## src/rtl/speed_button_conditioner_if.sv

```systemverilog
// Button-side bundle of the speed-goal input conditioner: raw active-low keys in,
// clean single-cycle step pulses and a "button held" level out.
interface speed_button_conditioner_if;
    logic key_up_n;
    logic key_down_n;
    logic up;
    logic down;
    logic pressed;

    // Drives the raw keys and observes the conditioned outputs.
    modport master (
        output key_up_n,
        output key_down_n,
        input  up,
        input  down,
        input  pressed
    );

    // The conditioner itself.
    modport slave (
        input  key_up_n,
        input  key_down_n,
        output up,
        output down,
        output pressed
    );
endinterface

```

## src/rtl/speed_button_conditioner.sv

```systemverilog
// Speed-goal button conditioner: per key a 2-flop synchronizer, a debounce
// filter and a press/hold/auto-repeat FSM. Channel 0 is "up" and channel 1 is
// "down". While both debounced keys are held, both channels sit in a lockout
// state that suppresses all pulses until each channel's own key is released.
module speed_button_conditioner #(
    parameter int CNT_W           = 25,
    parameter int DEBOUNCE_CYCLES = 250000,
    parameter int HOLD_DELAY      = 25000000,
    parameter int REPEAT_PERIOD   = 2500000
) (
    input  logic                        clk,
    input  logic                        rst_n,
    speed_button_conditioner_if.slave   bus
);

    localparam logic [CNT_W-1:0] DB_LAST   = CNT_W'(DEBOUNCE_CYCLES - 1);
    localparam logic [CNT_W-1:0] HOLD_LAST = CNT_W'(HOLD_DELAY - 1);
    localparam logic [CNT_W-1:0] REP_LAST  = CNT_W'(REPEAT_PERIOD - 1);
    localparam logic [CNT_W-1:0] CNT_ONE   = CNT_W'(1);

    typedef enum logic [1:0] {
        S_IDLE,
        S_HOLD,
        S_REPEAT,
        S_LOCK
    } state_e;

    // Synchronizer: bit 0 = up key, bit 1 = down key, still active-low here.
    logic [1:0]       sync1_q, sync1_d;
    logic [1:0]       sync2_q, sync2_d;
    logic [1:0]       key_act;

    // Debounced active-high key levels and their stability counters.
    logic [1:0]       db_q, db_d;
    logic [CNT_W-1:0] db_cnt_q [2];
    logic [CNT_W-1:0] db_cnt_d [2];

    // Per-channel press FSM, hold/repeat timer and registered step pulse.
    state_e           state_q [2];
    state_e           state_d [2];
    logic [CNT_W-1:0] tmr_q [2];
    logic [CNT_W-1:0] tmr_d [2];
    logic [1:0]       pulse_q, pulse_d;
    logic             pressed_q, pressed_d;
    logic             both_held;

    assign key_act   = ~sync2_q;
    assign both_held = db_q[0] & db_q[1];

    // Two-stage synchronizer feed for the asynchronous raw keys.
    always_comb begin
        sync1_d = {bus.key_down_n, bus.key_up_n};
        sync2_d = sync1_q;
    end

    // Debounce: a level change is accepted only after DEBOUNCE_CYCLES
    // consecutive disagreeing samples; any agreeing sample restarts the run.
    always_comb begin
        db_d = db_q;
        for (int i = 0; i < 2; i++) begin
            db_cnt_d[i] = db_cnt_q[i];
            if (key_act[i] == db_q[i]) begin
                db_cnt_d[i] = '0;
            end else if (db_cnt_q[i] == DB_LAST) begin
                db_d[i]     = key_act[i];
                db_cnt_d[i] = '0;
            end else begin
                db_cnt_d[i] = db_cnt_q[i] + CNT_ONE;
            end
        end
    end

    // Press FSM: one pulse on press, one after HOLD_DELAY, then one every
    // REPEAT_PERIOD; both keys held forces lockout with no pulse that edge.
    always_comb begin
        pressed_d = |db_q;
        pulse_d   = '0;
        for (int i = 0; i < 2; i++) begin
            state_d[i] = state_q[i];
            tmr_d[i]   = tmr_q[i];
            if (both_held) begin
                state_d[i] = S_LOCK;
                tmr_d[i]   = '0;
            end else begin
                case (state_q[i])
                    S_IDLE: begin
                        if (db_q[i]) begin
                            pulse_d[i] = 1'b1;
                            tmr_d[i]   = '0;
                            state_d[i] = S_HOLD;
                        end
                    end
                    S_HOLD: begin
                        if (!db_q[i]) begin
                            tmr_d[i]   = '0;
                            state_d[i] = S_IDLE;
                        end else if (tmr_q[i] == HOLD_LAST) begin
                            pulse_d[i] = 1'b1;
                            tmr_d[i]   = '0;
                            state_d[i] = S_REPEAT;
                        end else begin
                            tmr_d[i] = tmr_q[i] + CNT_ONE;
                        end
                    end
                    S_REPEAT: begin
                        if (!db_q[i]) begin
                            tmr_d[i]   = '0;
                            state_d[i] = S_IDLE;
                        end else if (tmr_q[i] == REP_LAST) begin
                            pulse_d[i] = 1'b1;
                            tmr_d[i]   = '0;
                        end else begin
                            tmr_d[i] = tmr_q[i] + CNT_ONE;
                        end
                    end
                    default: begin
                        // Lockout: a still-held key never re-fires; it must
                        // be released before the channel can arm again.
                        tmr_d[i] = '0;
                        if (!db_q[i]) begin
                            state_d[i] = S_IDLE;
                        end
                    end
                endcase
            end
        end
    end

    // State registers; reset returns everything to the released/idle state.
    always_ff @(posedge clk or negedge rst_n) begin
        if (!rst_n) begin
            sync1_q   <= 2'b11;
            sync2_q   <= 2'b11;
            db_q      <= 2'b00;
            pulse_q   <= 2'b00;
            pressed_q <= 1'b0;
            for (int i = 0; i < 2; i++) begin
                db_cnt_q[i] <= '0;
                tmr_q[i]    <= '0;
                state_q[i]  <= S_IDLE;
            end
        end else begin
            sync1_q   <= sync1_d;
            sync2_q   <= sync2_d;
            db_q      <= db_d;
            pulse_q   <= pulse_d;
            pressed_q <= pressed_d;
            for (int i = 0; i < 2; i++) begin
                db_cnt_q[i] <= db_cnt_d[i];
                tmr_q[i]    <= tmr_d[i];
                state_q[i]  <= state_d[i];
            end
        end
    end

    assign bus.up      = pulse_q[0];
    assign bus.down    = pulse_q[1];
    assign bus.pressed = pressed_q;

endmodule

```

## src/flat_wrapper.sv

```systemverilog
// flat-port wrapper written by rule: the top's interface ports become plain ports
module speed_button_conditioner_flat 
#(
    parameter int CNT_W           = 25,
    parameter int DEBOUNCE_CYCLES = 250000,
    parameter int HOLD_DELAY      = 25000000,
    parameter int REPEAT_PERIOD   = 2500000
)
  (clk, rst_n, bus_key_up_n, bus_key_down_n, bus_up, bus_down, bus_pressed);
  speed_button_conditioner_if bus_i ();
  input  logic clk;
  input  logic rst_n;
  input wire logic [$bits(bus_i.key_up_n)-1:0] bus_key_up_n;
  input wire logic [$bits(bus_i.key_down_n)-1:0] bus_key_down_n;
  output wire logic [$bits(bus_i.up)-1:0] bus_up;
  output wire logic [$bits(bus_i.down)-1:0] bus_down;
  output wire logic [$bits(bus_i.pressed)-1:0] bus_pressed;
  assign bus_i.key_up_n = bus_key_up_n;
  assign bus_i.key_down_n = bus_key_down_n;
  assign bus_up = bus_i.up;
  assign bus_down = bus_i.down;
  assign bus_pressed = bus_i.pressed;
  speed_button_conditioner #(.CNT_W(CNT_W), .DEBOUNCE_CYCLES(DEBOUNCE_CYCLES), .HOLD_DELAY(HOLD_DELAY), .REPEAT_PERIOD(REPEAT_PERIOD)) u_core (.clk(clk), .rst_n(rst_n), .bus(bus_i));
endmodule
```

## config.mk

```make
export PLATFORM = sky130hd
export DESIGN_NAME = speed_button_conditioner_flat
export DESIGN_NICKNAME = d
export VERILOG_FILES = /design/src/rtl/speed_button_conditioner_if.sv /design/src/rtl/speed_button_conditioner.sv /design/src/flat_wrapper.sv
export SDC_FILE = /design/constraint.sdc
export NUM_CORES = 1
export LEC_CHECK = 0
export BUFFER_PORTS_ARGS = -buffer_cell sky130_fd_sc_hd__buf_2
export CORE_MARGIN = 2
export CORE_UTILIZATION = 60
export DETAILED_ROUTE_END_ITERATION = 8
export PLACE_DENSITY = 0.79
export SLEW_MARGIN = 10
export SYNTH_ARGS = -nofsm -noshare
export SYNTH_HDL_FRONTEND = slang
export SYNTH_SLANG_ARGS = --single-unit
```

## constraint.sdc

```tcl
create_clock -name clk -period 2.8 [get_ports clk]
set_input_delay 0.56 -clock clk [delete_from_list [all_inputs] [get_ports clk]]
set_output_delay 0.56 -clock clk [all_outputs]
set_load 0.01 [all_outputs]
```

* Word level (Yosys, flattened, before mapping)
Index checks and enable logic that the tools add are counted.
Storage, ports and cells: word-level logic and storage cells 89, bits in read-only memories 0, output and inout port bits 3, input bits 4, latch bits 0, flip-flop bits (word level) 113, bits in writable memories 0, memories 0
Cells by class: multiplexer cells 44, div/mod/pow operators 0, bitwise operators 4, multipliers 0, reduce and logical (&&, ||, !) cells 7, add/subtract/negate cells 4, shift operators 0, $lt $le $gt $ge 0, equality and inequality tests 18
Operators by type and width (count):
- $mux W25 | 16
- $pmux W25 S3 | 2
- $add A25 B1 Y25 const B | 4
- $eq A25 B18 Y1 const B | 2
- $eq A25 B22 Y1 const B | 2
- $eq A25 B25 Y1 const B | 2
- $mux W2 | 10
- $ne A4 B4 Y1 const B | 4
- $mux W1 | 12
- $pmux W2 S2 | 2
- $ne A3 B1 Y1 const B | 2
- $pmux W1 S3 | 2
- $reduce_and A3 Y1 | 2
- $eq A2 B1 Y1 const B | 2
- $eq A2 B2 Y1 const B | 2
- $logic_not A2 Y1 | 2
- $reduce_and A2 Y1 | 2
- $eq A1 B1 Y1 | 2
- $not A1 Y1 | 2
- $not A2 Y2 | 1
- $reduce_or A2 Y1 | 1
- $and A1 B1 Y1 | 1

* Longest topological paths before layout
word-level depth 5, depth in mapped cells 10

* Least setup slack after synthesis
Ideal clock, no wire load.
path type flip-flop to flip-flop, start point register u_core.tmr_q[15] (netlist bit), end point register u_core.tmr_q[6] (netlist bit), required time 2.679 ns, slack 0.452 ns, arrival 2.227 ns, stages on the path, launching flop included 8, clock period less this slack 2.348 ns, setup time 0.121 ns, path through dfrtp_1 > or4_4 > or4_4 > o21ai_2 > a21o_1 > buf_6 > o21ai_2 > a22o_1
Between the ends: cells in the longest elaborated chain, start to end 5
RTL lines:
- start: declaration | line speed_button_conditioner.sv:41 | logic [CNT_W-1:0] tmr_q [2];
- start signal: indexed assignment | line speed_button_conditioner.sv:150 | tmr_q[i] <= tmr_d[i];
- $eq A25 B22 Y1 or $eq A25 B25 Y1 (tied branches) | line speed_button_conditioner.sv:109, speed_button_conditioner.sv:97
- $mux W25 (on tied branches) | line speed_button_conditioner.sv:109, speed_button_conditioner.sv:97
- $mux W25 (on tied branches) | line speed_button_conditioner.sv:106, speed_button_conditioner.sv:94
- $pmux W25 S3 * | line speed_button_conditioner.sv:85 | case (state_q[i])
- $mux W25 * | line speed_button_conditioner.sv:81 | if (both_held) begin
Every way passes the cells marked *; elsewhere a longest branch is shown, timed or not. A chain may end at the register's enable or synchronous reset.

* Final worst setup path
start point register u_core.tmr_q[15] (netlist bit), end point register u_core.tmr_q[10] (netlist bit)
Same word-level chain as after synthesis.

==> run metrics <==
status complete, no violations; met3 GRT Util between 5 and 6%; total CTS buffers 17; crit path time final 2651 ps; GR Overflow Total 0; cell count after synthesis 648; worst skew pair latency 540 ps; vias in the first global route between 4,000 and 5,000; syn_area_per_cell 9.257 sq um; Die Wd 104.0 um; Clock Root Buffer clkbuf_8; layout cells sized above 1 11.58%; Net Sw Frac 21.03%; Critical Path Sink Type register; largest net degree at the start of global routing 42; Slew @ Worst Pin 871.6 ps; # IOs 7; Synth area leaders dfrtp_1, nor2_1, xor2_1; H-tree levels 4; Vias per Instance between 6 and 7; sequential share of power approximately two fifths; maximum VDD drop a little under 0.0005 V; clk buf depth 2; Final setup viols 0; RR Startpoint u_core.tmr_q[15]$_DFFE_PN0P_; global route hottest layer met2; Final Max Slew Viols 0; Inst Count DP around 800; count of TritonRoute iterations in the first routing pass 5; final antenna-violating net count 0; DRT iter0 DRCs 261; CP startpoint kind register; initial core utilization 61.65%; met2 Usage GRT approximately two fifths; most common cell after layout, fill and taps aside dfrtp_1; n_diodes 0; Design Area, Final ~6800 sq um; Final Cycle Share 94.69%; Worst Skew 6.637 ps; cell row count 36; DP Area 6208 sq um; die area 10,810 sq um; Final GP Congestion between 0.9 and 1; combinational share of power 1.7%; Hold Buf Count CTS 0; CP Class register to register; most frequent cells in the layout dfrtp_1, nor2_1, nand2_1; slew margin rel. between 40% and 50%; sequential area share after synthesis 47.23%; synth warn 0; WL/cell approximately 16 um; Chip Height 104.0 um; first-pass GRT wire length 22.16 mm; Final HPWL DP around 8.5 mm; Max FO, Critical Path 20; final hold violations 0; internal power 3182 uW; CP Data Arrival Time 3070 ps; post-synth top area share between 40% and 50%; PortBufs 6; Max Clk Rate 377.2 MHz; unique cell type count in the Yosys netlist 54; nets@finish 685; Post-synth EDFFs 0; Required @ worst endpoint 3220 ps; Overall Global Routing Usage 25.43%; clock share of power 57.3%; sw power approximately 850 uW; RSZ-0062 raised after global routing false; Area Growth Syn to Fin 14.16%; Async SR Flop Fraction 100.0%; Reg clk slew, reported paths 60 ps; fillcell total around 760; core area 9729 sq um; HP Class input pin to asynchronous set/reset pin; CTS tree done; PD cells 588.4 nW/um^2; cell taking the most area after synthesis dfrtp_1; via count 4,891; met1 GRT Util 33.11%; Max Cap Viol 0; P_leak just under 0.003 uW; Post-Route Setup TNS 0 ps; Mapped Area 5998 sq um; initial antenna violation count 0; #FFs+latches synth ~110; Sink Count around 110; Net Count, Synth 664; Critical Path Start u_core.tmr_q[15]$_DFFE_PN0P_; Post-Layout Cell Count approximately 820; Post-route DRC 0; Most used DFF post-synth dfrtp_1; WL final 12.94 mm
-- routing by layer --
metal | share of wire [%] | routed length (um) | up-vias
met1 | 46 | 5935 | 2419
met5 | 0 | 0 | -
met3 | 3.8 | 492 | 27
li1 | - | - | 2343
met2 | 48 | 6240 | 102
met4 | 2.1 | 273 | 0
-- worst paths after layout --
| kind | end | cells past startpoint | slack [ps] |
|---|---|---|---|
| setup / recovery | u_core.tmr_q[10]$_DFFE_PN0P_ | 7 | 150 |
| min in group clk | u_core.sync1_q[0]$_DFF_PN1_ | 1 | 110 |
| setup reg to reg | u_core.tmr_q[10]$_DFFE_PN0P_ | 7 | 150 |
| hold reg to reg | u_core.sync2_q[1]$_DFF_PN1_ | 0 | 360 |
| hold / removal | u_core.tmr_q[16]$_DFFE_PN0P_ | 1 | 6 |
| max in group asynchronous | u_core.db_cnt_q[42]$_DFF_PN0_ | 2 | 2110 |
-- Yosys cell counts (all sizes together) (4+ instances only) --
master and instances:
nor4b 11, a31oi 14, a21o 10, nand2 49
inv 26, and3 18, dfstp 4, xnor2 25
a21oi 34, or3 15, o21ai 28, nand2b 8
dfrtp 109, buf 7, xor2 31, nor3 16
ha 12, and4 8, clkbuf 14, nor4 12
nand3 44, nand4 28, nor2b 4, nor2 84
or4 5, a22o 6, and2 5
-- timing repair --
action,4_1_cts,5_1_grt
buffers inserted,0,0
gates resized for setup,0,1
setup endpoints to repair,0,12
-- metrics by stage --
step / total power, uW / util, % / setup WS, ps / hold WS (ps)
2_1_floorplan: 1704 / - / 452.1 / 264.4
3_3_place_gp: 1750 / 63.81 / 226.5 / 353.8
3_5_place_dp: 1753 / 63.81 / 170.9 / 353.0
4_1_cts: 4052 / 70.34 / 141.2 / 9.376
5_1_grt: 4136 / 70.38 / 48.49 / 39.76
6_report: 4029 / 70.38 / 148.7 / 6.105
-- final cells by class --
type | instances | area (sq um) | share of cell area (%)
sequential | 113 | 2833 | 41.37
multi-input combinational | 488 | 2943 | 42.97
tap | 133 | 166.4 | 2.430
clock buffer | 20 | 455.4 | 6.651
timing repair buffer | 23 | 172.7 | 2.521
inverter | 26 | 97.59 | 1.425
clock inverter | 12 | 180.2 | 2.631
-- worst max-delay path, cell delays in order, from the launching register on --
cell and delay (ps):
dfrtp_1 440, or4_4 570, or4_4 590, o21ai_2 190, a21oi_2 250, buf_4 270
a21oi_1 120, o21ai_0 90
-- state kept, by name (all words and copies together) (netlist names) --
| name | cells |
|---|---|
| u_core.tmr_q | 50 |
| u_core.sync2_q | 2 |
| u_core.db_q | 2 |
| u_core.db_cnt_q | 50 |
| u_core.pulse_q | 2 |
| u_core.sync1_q | 2 |
| u_core.state_q | 4 |
| u_core.bus.pressed | 1 |
-- power by group through the flow --
stage | sequential, uW | combinational (uW) | clock (uW)
after floorplan | 1680 | 22.3 | 0
after global placement | 1680 | 67.5 | 0
after detailed placement | 1680 | 69.3 | 0
after CTS | 1660 | 70.0 | 2330
after global routing | 1660 | 77.6 | 2400
final | 1660 | 66.6 | 2310
-- cell families (layout without fill, tap and decap cells) --
group,Yosys count,count (layout),synth area share [%]
AO/OA/AOI/OAI,101,101,10.14
flip-flops,113,113,47.23
multiplexers,3,3,0.5215
XOR/XNOR,56,56,8.177
AND/OR/NAND/NOR,316,316,27.66
buffers and inverters,47,81,3.775
adder cells (fa/ha/maj),12,12,2.503
(Power assumes the default switching activity.)
